### config.mk
export PLATFORM = sky130hd
export DESIGN_NAME = tlul_host_arb
export DESIGN_NICKNAME = d
export VERILOG_FILES = /design/src/rtl/tlul_pkg.sv /design/src/rtl/tlul_host_arb.sv
export SDC_FILE = /design/constraint.sdc
export NUM_CORES = 1
export LEC_CHECK = 0
export ABC_AREA = 1
export BUFFER_PORTS_ARGS = -buffer_cell sky130_fd_sc_hd__clkbuf_2
export CAP_MARGIN = 20
export CORE_AREA = 2 2 164 166
export CTS_BUF_LIST = sky130_fd_sc_hd__clkbuf_16
export DETAILED_ROUTE_END_ITERATION = 16
export DIE_AREA = 0 0 166 168
export PLACE_DENSITY = 0.48
export SETUP_SLACK_MARGIN = 0.3
export SYNTH_ARGS = -nofsm -noshare
export SYNTH_HDL_FRONTEND = slang
export SYNTH_SLANG_ARGS = --single-unit
### constraint.sdc
create_clock -name clk -period 2.3 [get_ports clk]
set_input_delay 0.23 -clock clk [delete_from_list [all_inputs] [get_ports clk]]
set_output_delay 0.23 -clock clk [all_outputs]
set_load 0.1 [all_outputs]
### src/rtl/tlul_pkg.sv
// Minimal TL-UL channel structs shared by the host arbiter and its bench.
package tlul_pkg;

  typedef struct packed {
    logic        a_valid;
    logic [2:0]  a_opcode;
    logic [2:0]  a_param;
    logic [1:0]  a_size;
    logic [7:0]  a_source;
    logic [31:0] a_address;
    logic [3:0]  a_mask;
    logic [31:0] a_data;
    logic        d_ready;
  } tl_h2d_t;

  typedef struct packed {
    logic        d_valid;
    logic [2:0]  d_opcode;
    logic [2:0]  d_param;
    logic [1:0]  d_size;
    logic [7:0]  d_source;
    logic        d_sink;
    logic [31:0] d_data;
    logic        d_error;
    logic        a_ready;
  } tl_d2h_t;

endpackage

### src/rtl/tlul_host_arb.sv
// Two-host TL-UL arbiter: round-robin on A, in-order id FIFO steering D
// responses back to the issuing host.
module tlul_host_arb #(
  parameter int unsigned MaxOutstanding = 4
) (
  input  logic                                  clk,
  input  logic                                  rst,
  input  tlul_pkg::tl_h2d_t                     tl_h0_i,
  output tlul_pkg::tl_d2h_t                     tl_h0_o,
  input  tlul_pkg::tl_h2d_t                     tl_h1_i,
  output tlul_pkg::tl_d2h_t                     tl_h1_o,
  output tlul_pkg::tl_h2d_t                     tl_dev_o,
  input  tlul_pkg::tl_d2h_t                     tl_dev_i,
  output logic [$clog2(MaxOutstanding+1)-1:0]   outstanding_o,
  output logic                                  err_unexpected_o
);

  localparam int unsigned PW = $clog2(MaxOutstanding);
  localparam int unsigned CW = $clog2(MaxOutstanding + 1);

  logic                      rr_last_q;
  logic                      lock_q;
  logic                      lock_id_q;
  logic                      err_q;
  logic [MaxOutstanding-1:0] fifo_q;
  logic [PW-1:0]             wptr_q;
  logic [PW-1:0]             rptr_q;
  logic [CW-1:0]             count_q;

  logic              grant;
  logic              full;
  logic              empty;
  logic              head;
  logic              dev_a_valid;
  logic              dev_d_ready;
  logic              a_hs;
  logic              d_hs;
  logic              unexpected_d;
  tlul_pkg::tl_h2d_t granted_req;

  // A held lock pins the grant so a stalled request never changes source.
  always_comb begin
    grant = ~rr_last_q;
    if (lock_q) begin
      grant = lock_id_q;
    end else if (tl_h0_i.a_valid && !tl_h1_i.a_valid) begin
      grant = 1'b0;
    end else if (!tl_h0_i.a_valid && tl_h1_i.a_valid) begin
      grant = 1'b1;
    end
  end

  assign full         = (count_q == CW'(MaxOutstanding));
  assign empty        = (count_q == '0);
  assign head         = fifo_q[rptr_q];
  assign granted_req  = grant ? tl_h1_i : tl_h0_i;

  assign dev_a_valid  = rst && granted_req.a_valid && !full;
  assign dev_d_ready  = rst && (empty ? 1'b1 : (head ? tl_h1_i.d_ready : tl_h0_i.d_ready));
  assign a_hs         = dev_a_valid && tl_dev_i.a_ready;
  assign d_hs         = !empty && tl_dev_i.d_valid && dev_d_ready;
  assign unexpected_d = empty && tl_dev_i.d_valid;

  // Handshake qualifiers are gated by rst so reset silences the bus at once.
  always_comb begin
    tl_dev_o         = granted_req;
    tl_dev_o.a_valid = dev_a_valid;
    tl_dev_o.d_ready = dev_d_ready;

    tl_h0_o          = tl_dev_i;
    tl_h0_o.a_ready  = rst && !grant && tl_dev_i.a_ready && !full;
    tl_h0_o.d_valid  = rst && !empty && !head && tl_dev_i.d_valid;

    tl_h1_o          = tl_dev_i;
    tl_h1_o.a_ready  = rst && grant && tl_dev_i.a_ready && !full;
    tl_h1_o.d_valid  = rst && !empty && head && tl_dev_i.d_valid;
  end

  always_ff @(posedge clk or negedge rst) begin
    if (!rst) begin
      rr_last_q <= 1'b1;
      lock_q    <= 1'b0;
      lock_id_q <= 1'b0;
      err_q     <= 1'b0;
      fifo_q    <= '0;
      wptr_q    <= '0;
      rptr_q    <= '0;
      count_q   <= '0;
    end else begin
      lock_q <= dev_a_valid && !tl_dev_i.a_ready;
      if (dev_a_valid && !tl_dev_i.a_ready) begin
        lock_id_q <= grant;
      end
      if (a_hs) begin
        fifo_q[wptr_q] <= grant;
        wptr_q         <= wptr_q + PW'(1);
        rr_last_q      <= grant;
      end
      if (d_hs) begin
        rptr_q <= rptr_q + PW'(1);
      end
      if (a_hs && !d_hs) begin
        count_q <= count_q + CW'(1);
      end else if (!a_hs && d_hs) begin
        count_q <= count_q - CW'(1);
      end
      if (unexpected_d) begin
        err_q <= 1'b1;
      end
    end
  end

  assign outstanding_o    = count_q;
  assign err_unexpected_o = err_q;

endmodule
==> summary.md <==
| Metric | Value |
|---|---|
| Antenna violations before repair | `1` |
| Clock power frac | `roughly 3.1%` |
| Grt ovf | `0` |
| Routed wire length | `around 16,000 microns` |
| Combinational fraction of design power | `between 90 and 100%` |
| CP Capture Type | `output port` |
| Switching pwr | `~6.8 mW` |
| Clock buffer count from CTS | `3` |
| Routability congestion estimate | `about 0.7` |
| Syn Nets | `~700` |
| Syn Inst Count | `~480` |
| Detailed Place HPWL | `9620 microns` |
| Sequential area share after synthesis | `13.9%` |
| Failing checks | `negative hold slack` |
| Fin worst setup slack | `0.0798 ns` |
| FF+latch count, synth | `15` |
| Fin area | `a little over 7000 sq um` |
| CTS max path bufs | `2` |
| Pin count of the biggest net entering global routing | `54` |
| Clock sink total | `15` |
| Crit path max fanout | `7` |
| Critical register-to-register path startpoint | `rr_last_q` |
| Vias in the first global route | `approximately 3,200` |
| Post-route ant nets | `0` |
| First-pass iteration count of the detailed router | `4` |
| Nets | `around 900` |
| Fin. max-slew vios | `0` |
| Sw frac | `61.2%` |
| Crit path kind | `flip-flop to output port` |
| Mapped cell area | `2700 sq um` |
| Worst Path Arrival | `slightly below 2 ns` |
| Least-Margin Pin Slew | `between 0.5 and 0.6 ns` |
| Hold_ws | `-0.000913 ns` |
| Total number of vias | `3,659` |
| Fill cells | `roughly 2,800` |
| Startpoint Class | `flip-flop` |
| Top-level I/O count | `420` |
| Worst skew pair latency | `between 0.2 and 0.3 ns` |
| Clock Skews | `0.00166 ns` |
| Drt first-iter violations | `55` |
| N_diodes | `0` |
| HP Class | `input pin to asynchronous set/reset pin` |
| Die Wd | `roughly 170 microns` |
| Worst R2R End | `outstanding_o[2]` |
| Max-cap violations | `0` |
| Power Dens Cells | `1570 nW/um^2` |
| Status | `finished with violations` |
| Global-route wire length before repair | `16,900 microns` |
| Syn avg cell area | `about 5.6 sq um` |
| Worst VDD drop | `803 uV` |
| # DRC | `0` |
| Final period utilization | `96.5%` |
| TNS Setup | `0 ns` |
| Setup violators final | `0` |
| P_int | `between 4 and 5 mW` |
| Gr usage total | `7.32%` |
| WP data required | `just over 2 ns` |
| Clock-pin transition on the worst setup and hold timing paths | `~0.05 ns` |
| Die area | `~28,000 sq um` |
| Synth warn | `0` |
| Vias per cell | `3.58` |
| PortBufs | `between 200 and 300` |
| Rows | `60` |
| RSZ-0062 raised after global routing | `true` |
| Fin util | `~27%` |
| Lkg Pwr | `3.76 nW` |
| F_max | `~0.45 GHz` |
| CTS root buf | `clkbuf_16` |
| Setup slack, reg-to-reg | `approximately 0.11 ns` |
| Max-slew headroom | `63.3%` |
| Post-DP Area | `roughly 5200 sq um` |
| Area grow syn2layout | `162%` |
| FF-to-FF path depth | `14` |
| FF+latch area | `just under 400 sq um` |
| Min Tclk post-route | `~2.2 ns` |
| Pre-CTS setup slack | `0.0983 ns` |
| Clock H-tree levels | `1` |
| Starting Density | `10.3%` |
| Count of final hold-check violations | `1` |
| Die Ht | `168 microns` |
| Sequential Power Share | `between 4 and 5%` |
| Layout cells sized above 1 | `slightly below 80%` |
| Multi-input gate area | `between 2000 and 3000 sq um` |
| Core area | `around 26,000 sq um` |
| Synth cell types | `23` |
| Avg WL per Cell | `~15 microns` |
| CTS tree | `built` |
## area by class of cell
cell class | count | share of cell area, %
Timing Repair Buffer | 316 | 48.8
Multi-Input combinational cell | 329 | 37.3
Tap cell | 341 | 6.02
Sequential cell | 15 | 5.47
Inverter | 18 | 1.25
Clock buffer | 3 | 1.06
Clock inverter | 1 | 0.0706
## kinds of logic (layout without fill, tap and decap cells)
logic type,after synthesis,count (layout),synth area share [%]
xor gates and xnor gates,4,4,1.30
buffers and inverters,140,338,35.2
DFF,15,15,13.9
AOI/OAI and AO/OA,6,6,1.20
muxes,1,1,0.416
adders and majority gates,6,6,3.05
and+or+nand+nor,312,312,44.9
## critical path, stage by stage (launching register included)
cell       delay, ns
dfstp_2         0.54
nor2_1          0.05
nor2_1          0.09
nand2_1         0.11
nand2_4         0.12
buf_12          0.15
buf_12          0.12
clkbuf_16       0.18
nand2_2         0.08
nand2_4         0.10
buf_12          0.18
## how the worst max path moves through the flow
stage	to	cells after the start	start	slack (ns)
floorplan	tl_h0_o[0]	6	outstanding_o[2]	0.17
global placement	outstanding_o[2]	14	rr_last_q	0.12
detailed placement	outstanding_o[2]	14	rr_last_q	0.1
CTS	outstanding_o[2]	14	rr_last_q	0.14
global route	outstanding_o[2]	14	rr_last_q	0.02
finish	tl_dev_o[71]	10	rr_last_q	0.08
## registers in the layout, summed over array words and instances (netlist names)
register / flops
err_unexpected_o: 1
fifo_q: 4
lock_id_q: 1
lock_q: 1
outstanding_o: 3
rptr_q: 2
rr_last_q: 1
wptr_q: 2
## per-layer routing
| metal | share of wire [%] | global-route usage (%) |
|---|---|---|
| met5 | 0.083 | 0 |
| met2 | 56 | 13.1 |
| met3 | 7.8 | 2.00 |
| met1 | 32 | 7.94 |
| met4 | 4.2 | 3.78 |
## stage by stage
| stage | power [mW] | std cells |
|---|---|---|
| after floorplan | 6.64 | 484 |
| after global placement | 8.69 | 981 |
| after detailed placement | 8.71 | 981 |
| after CTS | 9.15 | 992 |
| after global routing | 11.5 | 1023 |
| final | 11.1 | 1023 |
## synthesized netlist by cell type (all sizes together)
library cell  count  area (sq um)
a21o              1          7.51
clkbuf            1          3.75
nand3             9          50.1
dfrtp            14           350
fa                1          20.0
ha                5          62.6
nand2           287          1080
inv              18          67.6
nor2              6          22.5
nand4             6          37.5
dfstp             1          26.3
xor2              2          17.5
nor3              4          20.0
mux2              1          11.3
xnor2             2          17.5
buf             121           880
o21ai             4          20.0
a21oi             1          5.00
## what timing repair did
| action | 4_1_cts | 5_1_grt |
|---|---|---|
| gates resized for setup | 11 | 309 |
| pin swaps | 3 | 74 |
| hold buffers | 1 | 0 |
| setup buffers | 6 | 10 |
| hold endpoints to repair | 5 | 0 |
| setup endpoints to repair | 89 | 89 |
| gates cloned | 0 | 21 |
## power groups by stage
stage | Combinational [mW] | Sequential [mW] | Clock (mW)
2_1_floorplan | 5.86 | 0.779 | 0
6_report | 10.2 | 0.538 | 0.347
4_1_cts | 8.26 | 0.538 | 0.351
3_3_place_gp | 8.15 | 0.538 | 0
5_1_grt | 10.6 | 0.560 | 0.364
3_5_place_dp | 8.17 | 0.542 | 0
## layout by cell type (no fill, tap or decap), drive strengths merged, types with 2 or more instances in the layout
| master | instances |
|---|---|
| xor2 | 2 |
| dfrtp | 14 |
| xnor2 | 2 |
| buf | 120 |
| ha | 5 |
| nand2 | 287 |
| inv | 18 |
| nand3 | 9 |
| nor2 | 6 |
| o21ai | 4 |
| nand4 | 6 |
| clkbuf | 198 |
| nor3 | 4 |
Note: power is estimated with default switching activity, not from simulation.
